==> src/rtl/fifo_pkg.sv <==
// -----------------------------------------------------------------------------
// fifo_pkg
// Purpose : Shared constants and helper functions for the parametrised
//           single-clock FIFO (sync_fifo_param and fifo_ptr_ctrl).
// Contents:
//   DEF_DATA_W  default data word width
//   DEF_DEPTH   default number of entries
//   clog2()     ceiling log2, usable in constant expressions
//   cnt_width() width of an occupancy counter able to hold 0..depth
//   is_pow2()   true when a value is a power of two and >= 2
// -----------------------------------------------------------------------------
package fifo_pkg;

  localparam int DEF_DATA_W = 4;
  localparam int DEF_DEPTH  = 8;

  // Ceiling log2; clog2(1) is 0, clog2(8) is 3, clog2(9) is 4.
  function automatic int clog2(input int value);
    int result;
    int rem;
    result = 0;
    rem    = value - 1;
    while (rem > 0) begin
      result = result + 1;
      rem    = rem >> 1;
    end
    return result;
  endfunction

  // The count must represent DEPTH itself, hence one bit more than the
  // pointer width.
  function automatic int cnt_width(input int depth);
    return clog2(depth) + 1;
  endfunction

  function automatic bit is_pow2(input int value);
    return (value >= 2) && ((value & (value - 1)) == 0);
  endfunction

endpackage

==> src/rtl/fifo_ptr_ctrl.sv <==
// -----------------------------------------------------------------------------
// fifo_ptr_ctrl
// Purpose : Bookkeeping half of the FIFO. Owns the read/write pointers, the
//           occupancy count, the status flags and the over/underflow pulses.
//           It never touches data; the top level holds the storage array.
// Parameters:
//   DEPTH      number of entries, power of two, >= 2
//   AF_THRESH  almost_full when count >= AF_THRESH (1..DEPTH)
//   AE_THRESH  almost_empty when count <= AE_THRESH (0..DEPTH-1)
// Ports:
//   clk           in   rising-edge clock
//   clear         in   synchronous active-high reset
//   wr_en         in   push request
//   rd_en         in   pop request
//   push_ok       out  push accepted this cycle (combinational)
//   pop_ok        out  pop accepted this cycle (combinational)
//   wr_ptr        out  storage index for the next push
//   rd_ptr        out  storage index of the current head
//   count         out  occupancy 0..DEPTH
//   empty         out  count == 0
//   full          out  count == DEPTH
//   almost_empty  out  count <= AE_THRESH
//   almost_full   out  count >= AF_THRESH
//   overflow      out  one-cycle pulse after a rejected push
//   underflow     out  one-cycle pulse after a rejected pop
// -----------------------------------------------------------------------------
module fifo_ptr_ctrl
  import fifo_pkg::*;
#(
  parameter int DEPTH     = DEF_DEPTH,
  parameter int AF_THRESH = DEPTH - 1,
  parameter int AE_THRESH = 1
) (
  input  logic                          clk,
  input  logic                          clear,
  input  logic                          wr_en,
  input  logic                          rd_en,
  output logic                          push_ok,
  output logic                          pop_ok,
  output logic [clog2(DEPTH)-1:0]       wr_ptr,
  output logic [clog2(DEPTH)-1:0]       rd_ptr,
  output logic [cnt_width(DEPTH)-1:0]   count,
  output logic                          empty,
  output logic                          full,
  output logic                          almost_empty,
  output logic                          almost_full,
  output logic                          overflow,
  output logic                          underflow
);

  localparam int AW = clog2(DEPTH);
  localparam int CW = cnt_width(DEPTH);

  localparam logic [CW-1:0] DEPTH_C = CW'(DEPTH);
  localparam logic [CW-1:0] AF_C    = CW'(AF_THRESH);
  localparam logic [CW-1:0] AE_C    = CW'(AE_THRESH);

  // Reject nonsensical configurations while elaborating rather than letting
  // the flags silently misbehave.
  if (!is_pow2(DEPTH)) begin : g_bad_depth
    $error("fifo_ptr_ctrl: DEPTH=%0d must be a power of two >= 2", DEPTH);
  end
  if ((AF_THRESH < 1) || (AF_THRESH > DEPTH)) begin : g_bad_af
    $error("fifo_ptr_ctrl: AF_THRESH=%0d outside 1..%0d", AF_THRESH, DEPTH);
  end
  if ((AE_THRESH < 0) || (AE_THRESH > DEPTH - 1)) begin : g_bad_ae
    $error("fifo_ptr_ctrl: AE_THRESH=%0d outside 0..%0d", AE_THRESH, DEPTH - 1);
  end

  // A pop frees a slot in the same cycle, so a full FIFO can still take a
  // push when it is also being read.
  assign pop_ok  = rd_en & ~empty;
  assign push_ok = wr_en & (~full | pop_ok);

  // Pointers wrap naturally because DEPTH is a power of two.
  always_ff @(posedge clk) begin
    if (clear) begin
      wr_ptr <= '0;
      rd_ptr <= '0;
    end else begin
      if (push_ok) begin
        wr_ptr <= wr_ptr + AW'(1);
      end
      if (pop_ok) begin
        rd_ptr <= rd_ptr + AW'(1);
      end
    end
  end

  // Occupancy moves by push_ok - pop_ok; a simultaneous push and pop
  // leaves it unchanged.
  always_ff @(posedge clk) begin
    if (clear) begin
      count <= '0;
    end else begin
      case ({push_ok, pop_ok})
        2'b10:   count <= count + CW'(1);
        2'b01:   count <= count - CW'(1);
        default: count <= count;
      endcase
    end
  end

  // Error pulses are registered so they line up with the count that
  // results from the same edge.
  always_ff @(posedge clk) begin
    if (clear) begin
      overflow  <= 1'b0;
      underflow <= 1'b0;
    end else begin
      overflow  <= wr_en & ~push_ok;
      underflow <= rd_en & ~pop_ok;
    end
  end

  assign empty        = (count == '0);
  assign full         = (count == DEPTH_C);
  assign almost_empty = (count <= AE_C);
  assign almost_full  = (count >= AF_C);

endmodule

==> src/rtl/sync_fifo_param.sv <==
// -----------------------------------------------------------------------------
// sync_fifo_param
// Purpose : Parametrised single-clock FIFO between a producer and a consumer
//           in the same clock domain. Independent push/pop strobes, occupancy
//           count, programmable almost flags and over/underflow pulses.
// Configuration macro:
//   FIFO_FWFT_EN  defined   -> first-word fall-through: dout shows the head
//                              entry combinationally (0 when empty) and
//                              rd_en acknowledges it.
//                 undefined -> standard mode: dout is loaded on an accepted
//                              pop and holds the last popped word otherwise.
// Parameters:
//   DATA_W     data word width, >= 1
//   DEPTH      entries, power of two, >= 2
//   AF_THRESH  almost_full threshold (count >= AF_THRESH)
//   AE_THRESH  almost_empty threshold (count <= AE_THRESH)
// Ports:
//   clk           in   rising-edge clock
//   clear         in   synchronous active-high reset, wins over wr_en/rd_en
//   wr_en         in   push request
//   din           in   push data
//   rd_en         in   pop request
//   dout          out  read data
//   count         out  occupancy 0..DEPTH
//   empty         out  count == 0
//   full          out  count == DEPTH
//   almost_empty  out  count <= AE_THRESH
//   almost_full   out  count >= AF_THRESH
//   overflow      out  one-cycle pulse after a rejected push
//   underflow     out  one-cycle pulse after a rejected pop
// -----------------------------------------------------------------------------
module sync_fifo_param
  import fifo_pkg::*;
#(
  parameter int DATA_W    = DEF_DATA_W,
  parameter int DEPTH     = DEF_DEPTH,
  parameter int AF_THRESH = DEPTH - 1,
  parameter int AE_THRESH = 1
) (
  input  logic                          clk,
  input  logic                          clear,
  input  logic                          wr_en,
  input  logic [DATA_W-1:0]             din,
  input  logic                          rd_en,
  output logic [DATA_W-1:0]             dout,
  output logic [cnt_width(DEPTH)-1:0]   count,
  output logic                          empty,
  output logic                          full,
  output logic                          almost_empty,
  output logic                          almost_full,
  output logic                          overflow,
  output logic                          underflow
);

  localparam int AW = clog2(DEPTH);

  if (DATA_W < 1) begin : g_bad_width
    $error("sync_fifo_param: DATA_W=%0d must be >= 1", DATA_W);
  end

  logic              push_ok;
  logic              pop_ok;
  logic [AW-1:0]     wr_ptr;
  logic [AW-1:0]     rd_ptr;
  logic [DATA_W-1:0] mem [DEPTH];

  fifo_ptr_ctrl #(
    .DEPTH     (DEPTH),
    .AF_THRESH (AF_THRESH),
    .AE_THRESH (AE_THRESH)
  ) u_ptr_ctrl (
    .clk          (clk),
    .clear        (clear),
    .wr_en        (wr_en),
    .rd_en        (rd_en),
    .push_ok      (push_ok),
    .pop_ok       (pop_ok),
    .wr_ptr       (wr_ptr),
    .rd_ptr       (rd_ptr),
    .count        (count),
    .empty        (empty),
    .full         (full),
    .almost_empty (almost_empty),
    .almost_full  (almost_full),
    .overflow     (overflow),
    .underflow    (underflow)
  );

  // Storage is deliberately not reset; clearing the pointers is enough to
  // discard the contents. Writes are suppressed during clear so the array
  // only ever changes on an accepted push.
  always_ff @(posedge clk) begin
    if (push_ok && !clear) begin
      mem[wr_ptr] <= din;
    end
  end

`ifdef FIFO_FWFT_EN
  // Fall-through: the head entry is visible as soon as it exists. Forcing 0
  // when empty keeps stale array contents off the bus.
  always_comb begin
    dout = '0;
    if (!empty) begin
      dout = mem[rd_ptr];
    end
  end
`else
  // Standard mode: the word appears one cycle after the accepted pop and is
  // held until the next one. On a full FIFO with a simultaneous push the
  // read sees the old entry because the array write is also non-blocking.
  always_ff @(posedge clk) begin
    if (clear) begin
      dout <= '0;
    end else if (pop_ok) begin
      dout <= mem[rd_ptr];
    end
  end
`endif

endmodule

==> config.mk <==
export PLATFORM = sky130hd
export DESIGN_NAME = sync_fifo_param
export DESIGN_NICKNAME = d
export VERILOG_FILES = /design/src/rtl/fifo_pkg.sv /design/src/rtl/fifo_ptr_ctrl.sv /design/src/rtl/sync_fifo_param.sv
export SDC_FILE = /design/constraint.sdc
export NUM_CORES = 1
export LEC_CHECK = 0
export ABC_AREA = 1
export BUFFER_PORTS_ARGS = -buffer_cell sky130_fd_sc_hd__buf_2
export CORE_MARGIN = 5
export CORE_UTILIZATION = 45
export CTS_BUF_LIST = sky130_fd_sc_hd__clkbuf_8
export CTS_CLUSTER_SIZE = 8
export DETAILED_ROUTE_END_ITERATION = 6
export SETUP_SLACK_MARGIN = 0.15
export SLEW_MARGIN = 20
export SYNTH_ARGS = -nofsm -noshare
export SYNTH_HDL_FRONTEND = slang
export SYNTH_SLANG_ARGS = --single-unit
==> constraint.sdc <==
create_clock -name clk -period 2.3 [get_ports clk]
set_input_delay 0.345 -clock clk [delete_from_list [all_inputs] [get_ports clk]]
set_output_delay 0.345 -clock clk [all_outputs]
set_load 0.05 [all_outputs]
==> results of run 1 <==
## layout make-up
cell class / count / area [sq um] / area share [%]
sequential: 48 / 1290 / 51.5
tap: 67 / 83.8 / 3.34
inverter: 42 / 164 / 6.54
multi-input combinational: 139 / 737 / 29.4
clock inverter: 3 / 42.5 / 1.70
timing repair buffer: 23 / 120 / 4.79
clock buffer: 5 / 68.8 / 2.75
## kinds of logic (layout without fill, tap and decap cells)
logic type / after synthesis / in the layout / share of synthesized area (%)
simple gates: 108 / 108 / 22.6
flops: 48 / 48 / 58.1
buf+inv: 47 / 73 / 9.54
compound gates: 23 / 23 / 5.51
fa+ha+maj: 6 / 6 / 3.41
xor+xnor: 2 / 2 / 0.795
## power by group through the flow
stage          registers (mW)  logic (mW)  clock network (mW)
3_3_place_gp             1.09        1.00                   0
3_5_place_dp             1.09        1.00                   0
2_1_floorplan            1.23       0.666                   0
4_1_cts                  1.07        1.01               0.618
6_report                 1.07       0.994               0.598
5_1_grt                  1.08        1.09               0.659
## worst max-delay path by stage
stage	start	to	cells past startpoint
after CTS	u_ptr_ctrl.count[0]$_SDFFE_PP0P_	mem[0][0]$_DFFE_PP_	9
after floorplan	u_ptr_ctrl.count[0]$_SDFFE_PP0P_	u_ptr_ctrl.count[2]$_SDFFE_PP0P_	11
after detailed placement	u_ptr_ctrl.count[0]$_SDFFE_PP0P_	mem[0][0]$_DFFE_PP_	9
after global routing	u_ptr_ctrl.count[0]$_SDFFE_PP0P_	mem[0][0]$_DFFE_PP_	9
after global placement	u_ptr_ctrl.count[0]$_SDFFE_PP0P_	mem[0][1]$_DFFE_PP_	9
final	u_ptr_ctrl.count[0]$_SDFFE_PP0P_	mem[0][3]$_DFFE_PP_	9
## worst max-delay path, stage by stage (launching register included)
cell and delay, ns:
sky130_fd_sc_hd__dfxtp_4 0.38, sky130_fd_sc_hd__inv_2 0.06, sky130_fd_sc_hd__ha_4 0.16, sky130_fd_sc_hd__inv_1 0.10, sky130_fd_sc_hd__nor3_4 0.06, sky130_fd_sc_hd__nand2_2 0.10
sky130_fd_sc_hd__nand2_4 0.08, sky130_fd_sc_hd__nor2_1 0.12, sky130_fd_sc_hd__nand2_1 0.13, sky130_fd_sc_hd__nor2_1 0.33
## cells in the mapped netlist
cell | n | area share (%)
sky130_fd_sc_hd__clkinv_2 | 1 | 0.23
sky130_fd_sc_hd__nand2_4 | 2 | 1.0
sky130_fd_sc_hd__ha_1 | 6 | 3.4
sky130_fd_sc_hd__dfxtp_1 | 16 | 15
sky130_fd_sc_hd__nor3_4 | 1 | 0.74
sky130_fd_sc_hd__o21ai_0 | 9 | 2.0
sky130_fd_sc_hd__buf_8 | 1 | 0.68
sky130_fd_sc_hd__nor2_1 | 18 | 3.1
sky130_fd_sc_hd__a31o_2 | 1 | 0.40
sky130_fd_sc_hd__inv_2 | 2 | 0.34
sky130_fd_sc_hd__o21a_1 | 1 | 0.34
sky130_fd_sc_hd__inv_1 | 37 | 6.3
sky130_fd_sc_hd__a21oi_1 | 12 | 2.7
sky130_fd_sc_hd__xor2_1 | 2 | 0.80
sky130_fd_sc_hd__inv_6 | 1 | 0.40
sky130_fd_sc_hd__nand3_1 | 26 | 5.9
sky130_fd_sc_hd__clkinv_1 | 1 | 0.17
sky130_fd_sc_hd__buf_2 | 1 | 0.23
sky130_fd_sc_hd__nor3_1 | 1 | 0.23
sky130_fd_sc_hd__nand3_2 | 1 | 0.45
sky130_fd_sc_hd__nand2_1 | 49 | 8.3
sky130_fd_sc_hd__edfxtp_1 | 32 | 44
sky130_fd_sc_hd__and3_1 | 1 | 0.28
sky130_fd_sc_hd__buf_6 | 1 | 0.51
sky130_fd_sc_hd__nand2_2 | 9 | 2.6
sky130_fd_sc_hd__buf_4 | 2 | 0.68
## sequential cells by signal, indices dropped and copies added (netlist names)
name and count:
dout 4, u_ptr_ctrl.overflow 1, u_ptr_ctrl.wr_ptr 3, u_ptr_ctrl.rd_ptr 3
u_ptr_ctrl.count 4, mem 32, u_ptr_ctrl.underflow 1
## layer usage
metal,vias up,share of wire [%],global-route usage (%)
met3,6,3.6,3.39
li1,797,-,-
met2,23,48,23.2
met1,696,47,19.2
met4,0,1.8,6.08
met5,-,0,0
## metrics by stage
| step | power [mW] | hold slack (ns) |
|---|---|---|
| global route | 2.84 | 0.309 |
| floorplan | 1.90 | 0.444 |
| global placement | 2.09 | 0.450 |
| detailed placement | 2.09 | 0.453 |
| finish | 2.66 | 0.312 |
| CTS | 2.70 | 0.296 |
==> qor.txt, run 1 <==
CELLS AND AREA
---------------------------------------------------------------------------
Post-synthesis to final-layout area growth                            13.7%
Share of layout cells above drive strength 1                          21.5%
Core Util, Final                                                      53.1%
Non-filler instance count after layout                                  327
Fillers                                                                 431
Number of nets in the layout                                            273
Ant diodes                                                                0
Commonest cells after routing, fill and taps aside             49 x sky130_fd_sc_hd__nand2_1, 35 x sky130_fd_sc_hd__inv_1, 32 x sky130_fd_sc_hd__edfxtp_1
Final std cell area, no fill                                     2510 sq um
Commonest non-fill, non-tap cell in the layout                 sky130_fd_sc_hd__nand2_1

CLOCKING
---------------------------------------------------------------------------
Clock insertion delay at the later pin of the skew report           0.30 ns
Reg clk slew, reported paths                                        0.09 ns
Clock root buffer                                              sky130_fd_sc_hd__clkbuf_8
Post-CTS setup repair buffer count                                        0
Clock buffer count from CTS                                               5
H-Tree Depth                                                              2
Num Clock Sinks                                                          48
Number of resized instances in the post-cts repair step                   0
Clk buf depth                                                             2
Clock tree from TritonCTS                                              done
Hold-fix buffers, CTS                                                     0

POWER AND IR DROP
---------------------------------------------------------------------------
Reported net switching power                                        1.05 mW
Sequential power share                                                40.2%
Leakage power summed over all cells                                 1.11 nW
Combinational fraction of design power                                37.3%
Int Pwr                                                             1.61 mW
Switching share of total power                                        39.5%
Clock network power share                                             22.5%
Peak supply drop                                                   0.524 mV
Power per Cell Area                                            1060 nW/um^2

DIE
---------------------------------------------------------------------------
Floorplan die width                                                 80.0 um
Placeable core region                                            4720 sq um
# IOs                                                                    22
Std-Cell Rows                                                            25
Full die area                                                    6400 sq um
Starting utilization of the core area                                 46.6%
Chip Height                                                         80.0 um

STA
---------------------------------------------------------------------------
Setup Total Neg Slack                                                  0 ns
Fraction of the cycle the final worst path needs                      80.5%
Crit path setup slack, layout                                      0.449 ns
Final setup violation count                                               0
Final worst path period need                                        1.85 ns
Unrepaired setup endpoints after global routing                          no
Slew margin rel.                                                      69.3%
Max-slew violation count                                                  0
Setup clock skew after layout                                    0.00837 ns
Number of hold violations in the final report                             0
F_max                                                             0.540 GHz
Transition at the pin with the smallest max-transition slack       0.460 ns

PLACED DESIGN
---------------------------------------------------------------------------
Setup slack at placement                                           0.447 ns
Placed wire-length estimate                                         3.13 mm
RePlAce Congestion                                                    0.820
DP Area                                                          2390 sq um
Number of I/O port buffers                                               21
Placed Instances                                                        319

YOSYS
---------------------------------------------------------------------------
Net count of the mapped netlist                                         248
Post-synthesis instance total                                           234
Sequential area share after synthesis                                 58.1%
Count of cell types in the netlist                                       26
Post-synthesis sequential element count                                  48
Post-synth design cell area                                      2200 sq um
Synthesized area per cell                                        9.42 sq um
Total number of yosys warnings                                            0

WORST SETUP PATH
---------------------------------------------------------------------------
Required arrival time at the worst endpoint                         2.27 ns
Reg-to-Reg Start                                               u_ptr_ctrl.count[0]$_SDFFE_PP0P_
Critical register-to-register path endpoint                    mem[0][3]$_DFFE_PP_
Critical path startpoint category                                 flip-flop
Setup crit end kind                                               flip-flop
Largest fanout on the critical path                                       6
Arr. time, crit path                                                1.83 ns
Count of cells along the worst register-to-register path                  9
Class of the most critical setup path                          flip-flop to flip-flop
Register-to-Register Setup Slack                                    0.45 ns

WORST HOLD PATH
---------------------------------------------------------------------------
Worst hold path startpoint                                            wr_en
Hold/Removal Path Class                                        primary input to flip-flop
Hold EP                                                        u_ptr_ctrl.overflow$_SDFF_PP0_
Hold Path Stages                                                          3

GLOBAL ROUTING
---------------------------------------------------------------------------
Via count of the first global-routing pass                             1402
First-pass GRT wire length                                          7.03 mm
Initial antenna violation count                                           0
GRT Overall Usage                                                     14.6%
Maximum number of pins on one net before global-route repair             19
Global route total overflow                                               0

ROUTING
---------------------------------------------------------------------------
Via density                                                            4.65
DRT Wirelength                                                      4.25 mm
Via count                                                              1522
Detail Route Antenna Nets                                                 0
Initial drt markers                                                     102
Drc violations                                                            0
Detailed Routing Iterations Pass 1                                        4
Per-cell routed wire length                                         13.0 um

JOB
---------------------------------------------------------------------------
Max-Cap Viols                                                             0

STATUS
---------------------------------------------------------------------------
Run status                                                     finished, final reports clean

(Power assumes the default switching activity.)
==> inputs of run 2 (changes only) <==
Settings changed: PLACE_DENSITY set to 0.66.
Clock period 2.3 ns to 1.55 ns, I/O delays scaled along.
==> qor.txt, run 2 (synthesis gave the netlist of run 1 again) <==
CELLS AND AREA
---------------------------------------------------------------------------
Non-filler instance count after layout                                  343
Share of layout cells above drive strength 1                          35.5%
Number of nets in the layout                                            289
Most flop-heavy register                                                mem
Max reg flops                                                            32
Post-synthesis to final-layout area growth                            26.1%
Commonest cells after routing, fill and taps aside             45 x sky130_fd_sc_hd__nand2_1, 33 x sky130_fd_sc_hd__inv_1, 32 x sky130_fd_sc_hd__edfxtp_1
Core Util, Final                                                      58.8%
Biggest regs                                                   mem: 32 flops, dout: 4 flops, u_ptr_ctrl.count: 4 flops
Ant diodes                                                                0
Commonest non-fill, non-tap cell in the layout                 sky130_fd_sc_hd__nand2_1

DIE
---------------------------------------------------------------------------
Std-Cell Rows                                                            25
Starting utilization of the core area                                 46.6%
Chip Height                                                         80.0 um
Placeable core region                                            4720 sq um
# IOs                                                                    22
Floorplan die width                                                 80.0 um
Full die area                                                    6400 sq um

WORST SETUP PATH
---------------------------------------------------------------------------
Ordered cell list for the critical path                        inv_4 -> ha_4 -> inv_4 -> nor3_4 -> nand2_2 -> nand2_4 -> nor2_4 -> nand2_4 -> nor2_4 -> buf_6
Reg-to-Reg Start                                               u_ptr_ctrl.count[0]$_SDFFE_PP0P_
Register-to-Register Setup Slack                                   -0.06 ns
Crit path from                                                 u_ptr_ctrl.count[0]$_SDFFE_PP0P_
Required arrival time at the worst endpoint                         1.56 ns
End of the critical path                                       mem[1][3]$_DFFE_PP_
Largest fanout on the critical path                                       4
Critical path startpoint category                                 flip-flop
Setup crit end kind                                               flip-flop
Cell at the slowest stage of the critical path                 sky130_fd_sc_hd__dfxtp_4
Largest stage delay on the critical path                            0.36 ns
Count of cells along the worst register-to-register path                 10
Critical register-to-register path endpoint                    mem[1][3]$_DFFE_PP_
Class of the most critical setup path                          flip-flop to flip-flop
Arr. time, crit path                                                1.63 ns

ROUTING
---------------------------------------------------------------------------
Per-cell routed wire length                                         13.4 um
Via density                                                            4.69
DRT Wirelength                                                      4.59 mm
Drc violations                                                            0
Detailed Routing Iterations Pass 1                                        4
Via count                                                              1610
Detail Route Antenna Nets                                                 0
Initial drt markers                                                      50

STA
---------------------------------------------------------------------------
Slew margin rel.                                                      78.2%
F_max                                                             0.621 GHz
Number of hold violations in the final report                             0
Final worst path period need                                        1.61 ns
Fraction of the cycle the final worst path needs                       104%
Unrepaired setup endpoints after global routing                         yes
Final setup violation count                                              13
Crit path setup slack, layout                                    -0.0609 ns
Transition at the pin with the smallest max-transition slack       0.327 ns
Max-slew violation count                                                  0
Setup clock skew after layout                                    0.00966 ns

CLOCKING
---------------------------------------------------------------------------
Clock root buffer                                              sky130_fd_sc_hd__clkbuf_8
Reg clk slew, reported paths                                        0.08 ns
Clock insertion delay at the later pin of the skew report           0.30 ns
Clk buf depth                                                             2
H-Tree Depth                                                              2
Clock tree from TritonCTS                                              done
Num Clock Sinks                                                          48
Clock buffer count from CTS                                               5
Hold-fix buffers, CTS                                                     0

WORST HOLD PATH
---------------------------------------------------------------------------
Hold/Removal Path Class                                        primary input to flip-flop

GLOBAL ROUTING
---------------------------------------------------------------------------
Highest-utilization routing layer at the global route stage            met2
Global route total overflow                                               0
Maximum number of pins on one net before global-route repair             19
M2 GR Usage                                                           26.7%
Met1 Usage GRT                                                        20.6%
Initial antenna violation count                                           0
Met3 track demand over resource                                       3.95%
First-pass GRT wire length                                          7.89 mm
Via count of the first global-routing pass                             1577
GRT Overall Usage                                                     16.2%

JOB
---------------------------------------------------------------------------
Max-Cap Viols                                                             0

PLACED DESIGN
---------------------------------------------------------------------------
Setup slack at placement                                          -0.129 ns
RePlAce Congestion                                                    0.855
Placed wire-length estimate                                         3.22 mm
Number of I/O port buffers                                               21
Placed Instances                                                        332

STATUS
---------------------------------------------------------------------------
Violations in the final reports                                setup timing
Run status                                                     finished, violations left

POWER AND IR DROP
---------------------------------------------------------------------------
Power per Cell Area                                            1540 nW/um^2
Peak supply drop                                                    1.22 mV
Leakage power summed over all cells                                 1.21 nW

## run 2: worst min path at each step
stage | startpoint | endpoint | slack [ns] | cells after the start
5_1_grt | wr_en | u_ptr_ctrl.overflow$_SDFF_PP0_ | 0.22 | 3
4_1_cts | wr_en | u_ptr_ctrl.overflow$_SDFF_PP0_ | 0.19 | 3
2_1_floorplan | din[0] | mem[0][0]$_DFFE_PP_ | 0.33 | 0
6_report | wr_en | u_ptr_ctrl.overflow$_SDFF_PP0_ | 0.21 | 3
3_3_place_gp | dout[1]$_SDFFE_PP0P_ | dout[1]$_SDFFE_PP0P_ | 0.45 | 2
3_5_place_dp | dout[3]$_SDFFE_PP0P_ | dout[3]$_SDFFE_PP0P_ | 0.45 | 2
## run 2: through the flow
stage	area [sq um]	power, mW	hold WS [ns]	TNS (ns)
global route	2780	4.57	0.217	-3.46
detailed placement	2530	3.34	0.453	-3.91
global placement	2530	3.31	0.451	-2.21
floorplan	2270	2.88	0.331	-14.36
CTS	2710	4.24	0.186	-1.43
finish	2780	4.28	0.212	-0.493
## run 2: metal layers
layer / vias up / part of all wire, %
met1: 747 / 45
met2: 24 / 50
li1: 830 / -
met5: - / 0
met3: 9 / 3.2
met4: 0 / 1.8
## run 2: what timing repair did
item / CTS / global route
setup endpoints to repair: 40 / 43
pin swaps: 11 / 8
setup buffers: 3 / 0
gates resized for setup: 22 / 17
## run 2: worst max-delay path: cells and delay by family, from the launching register on
| family | cells | cell delay, ns |
|---|---|---|
| and+or+nand+nor | 6 | 0.58 |
| DFF | 1 | 0.36 |
| buffers and inverters | 3 | 0.21 |
| adders and majority gates | 1 | 0.17 |
## run 2: area by class of cell
class / instances / area, sq um
multi-input cells: 139 / 867
flip-flops and latches: 48 / 1290
fillers: 411 / 1940
clock buffers: 6 / 82.6
well taps: 67 / 83.8
inverters: 42 / 171
repair buffers: 39 / 270
clock inverters: 2 / 10.0
## run 2: where the power goes
| group | switching [mW] | total (mW) | leakage [nW] | internal (mW) |
|---|---|---|---|---|
| registers | 0.0841 | 1.57 | 0.423 | 1.49 |
| clock network | 0.399 | 0.755 | 0.0510 | 0.356 |
| logic | 1.24 | 1.96 | 0.732 | 0.714 |
| total | 1.73 | 4.28 | 1.21 | 2.56 |
==> inputs of run 3 (changes only) <==
Settings changed: CORE_UTILIZATION 45 to 29, PLACE_DENSITY 0.66 to not set.
==> qor.txt, run 3 (synthesis gave the netlist of run 1 again) <==
GLOBAL ROUTING
---------------------------------------------------------------------------
First-pass GRT wire length                                          7.69 mm
Global route total overflow                                               0
Via count of the first global-routing pass                             1599
GRT Overall Usage                                                     10.1%
Maximum number of pins on one net before global-route repair             19
Initial antenna violation count                                           0

STA
---------------------------------------------------------------------------
Fraction of the cycle the final worst path needs                       104%
Number of hold violations in the final report                             0
Crit path setup slack, layout                                    -0.0626 ns
Max-slew violation count                                                  0
F_max                                                             0.620 GHz
Worst hold slack after final layout                                0.193 ns
Final worst path period need                                        1.61 ns
Final setup violation count                                              13
Setup clock skew after layout                                    0.00822 ns
Slew margin rel.                                                      79.9%
Transition at the pin with the smallest max-transition slack       0.300 ns
Unrepaired setup endpoints after global routing                         yes

CLOCKING
---------------------------------------------------------------------------
Clock root buffer                                              sky130_fd_sc_hd__clkbuf_8
Clock insertion delay at the later pin of the skew report           0.30 ns
Clock buffer count from CTS                                               5
Hold-fix buffers, CTS                                                     0
Clk buf depth                                                             2
Reg clk slew, reported paths                                        0.09 ns
Num Clock Sinks                                                          48
Clock tree from TritonCTS                                              done
H-Tree Depth                                                              2

PLACED DESIGN
---------------------------------------------------------------------------
Number of I/O port buffers                                               21
Placed wire-length estimate                                         3.36 mm
RePlAce Congestion                                                    0.830
Setup slack at placement                                          -0.199 ns

ROUTING
---------------------------------------------------------------------------
Initial drt markers                                                      77
Via count                                                              1605
Drc violations                                                            0
Detail Route Antenna Nets                                                 0
DRT Wirelength                                                      4.49 mm
Per-cell routed wire length                                         12.0 um
Via density                                                            4.29
Detailed Routing Iterations Pass 1                                        4

CELLS AND AREA
---------------------------------------------------------------------------
Biggest regs                                                   mem: 32 flops, dout: 4 flops, u_ptr_ctrl.count: 4 flops
Commonest cells after routing, fill and taps aside             46 x sky130_fd_sc_hd__nand2_1, 35 x sky130_fd_sc_hd__inv_1, 32 x sky130_fd_sc_hd__edfxtp_1
Max reg flops                                                            32
Share of layout cells above drive strength 1                          32.7%
Core Util, Final                                                      38.4%
Number of nets in the layout                                            288
Post-synthesis to final-layout area growth                            27.6%
Ant diodes                                                                0
Most flop-heavy register                                                mem
Commonest non-fill, non-tap cell in the layout                 sky130_fd_sc_hd__nand2_1
Fillers                                                                 698

STATUS
---------------------------------------------------------------------------
Violations in the final reports                                setup timing
Run status                                                     finished, violations left

DIE
---------------------------------------------------------------------------
Full die area                                                    9440 sq um
Starting utilization of the core area                                 30.1%
Floorplan die width                                                 97.2 um
Placeable core region                                            7330 sq um
# IOs                                                                    22
Std-Cell Rows                                                            31
Chip Height                                                         97.2 um

WORST SETUP PATH
---------------------------------------------------------------------------
Setup crit end kind                                               flip-flop
Class of the most critical setup path                          flip-flop to flip-flop
Arr. time, crit path                                                1.80 ns
Critical path startpoint category                                 flip-flop
Required arrival time at the worst endpoint                         1.74 ns
Largest fanout on the critical path                                       5

JOB
---------------------------------------------------------------------------
Max-Cap Viols                                                             0

WORST HOLD PATH
---------------------------------------------------------------------------
Hold/Removal Path Class                                        primary input to flip-flop

POWER AND IR DROP
---------------------------------------------------------------------------
Leakage power summed over all cells                                 1.21 nW
Peak supply drop                                                   0.428 mV
Power per Cell Area                                            1540 nW/um^2

[run 3: cell types whose count changed in the layout (fill, tap and decap cells not counted), sizes merged]
cell / before / now
clkbuf: 6 / 7
inv: 40 / 41
buf: 39 / 38
clkinv: 4 / 2
[run 3: per-layer routing]
| layer | global-route usage, % | routed length (um) | up-vias |
|---|---|---|---|
| li1 | - | - | 831 |
| met1 | 12.9 | 2070 | 746 |
| met2 | 16.6 | 2220 | 21 |
| met3 | 2.01 | 116 | 7 |
| met4 | 4.54 | 97 | 0 |
| met5 | 0 | 0 | - |
[run 3: worst max-delay path, cell delays in order (launching register included)]
cell	delay [ns]
sky130_fd_sc_hd__dfxtp_4	0.36
sky130_fd_sc_hd__inv_4	0.06
sky130_fd_sc_hd__ha_4	0.16
sky130_fd_sc_hd__inv_4	0.04
sky130_fd_sc_hd__nor3_4	0.12
sky130_fd_sc_hd__nand2_2	0.10
sky130_fd_sc_hd__nand2_4	0.10
sky130_fd_sc_hd__ha_4	0.22
sky130_fd_sc_hd__a21oi_2	0.09
sky130_fd_sc_hd__o21ai_1	0.08
sky130_fd_sc_hd__o21ai_1	0.12
sky130_fd_sc_hd__a21oi_1	0.05
[run 3: power by group]
group / internal [mW] / switching (mW)
clock: 0.401 / 0.401
combinational: 0.749 / 1.21
sequential: 1.49 / 0.0772
[run 3: area by class of cell]
class                           count  area, sq um  share of cell area [%]
Clock buffer                        7         96.3                    3.43
Clock inverter                      1         3.75                   0.134
Inverter                           42          171                    6.10
Multi-Input combinational cell    139          851                    30.3
Sequential cell                    48         1290                    46.0
Tap cell                           99          124                    4.41
Timing Repair Buffer               38          272                    9.66
[run 3: final timing paths]
kind | startpoint | to | slack [ns] | cells past startpoint
setup / recovery | u_ptr_ctrl.count[0]$_SDFFE_PP0P_ | u_ptr_ctrl.count[2]$_SDFFE_PP0P_ | -0.06 | 11
hold / removal | wr_en | u_ptr_ctrl.overflow$_SDFF_PP0_ | 0.19 | 3
setup reg to reg | u_ptr_ctrl.count[0]$_SDFFE_PP0P_ | u_ptr_ctrl.count[2]$_SDFFE_PP0P_ | -0.06 | 11
hold reg to reg | dout[0]$_SDFFE_PP0P_ | dout[0]$_SDFFE_PP0P_ | 0.46 | 2
[run 3: what timing repair did]
action | 4_1_cts | 5_1_grt
pin swaps | 7 | 2
endpoints found under the setup margin | 42 | 43
resized for setup | 21 | 10
buffers inserted | 1 | 1
hold endpoints to repair | 0 | 0
[run 3: per-stage QoR]
stage | std cells | power [mW] | instance area, sq um | setup TNS (ns)
2_1_floorplan | 234 | 2.88 | 2270 | -14.36
3_3_place_gp | 364 | 3.34 | 2580 | -3.82
3_5_place_dp | 364 | 3.36 | 2580 | -6.02
4_1_cts | 373 | 4.34 | 2770 | -0.966
5_1_grt | 374 | 4.60 | 2810 | -3.08
6_report | 374 | 4.33 | 2810 | -0.556
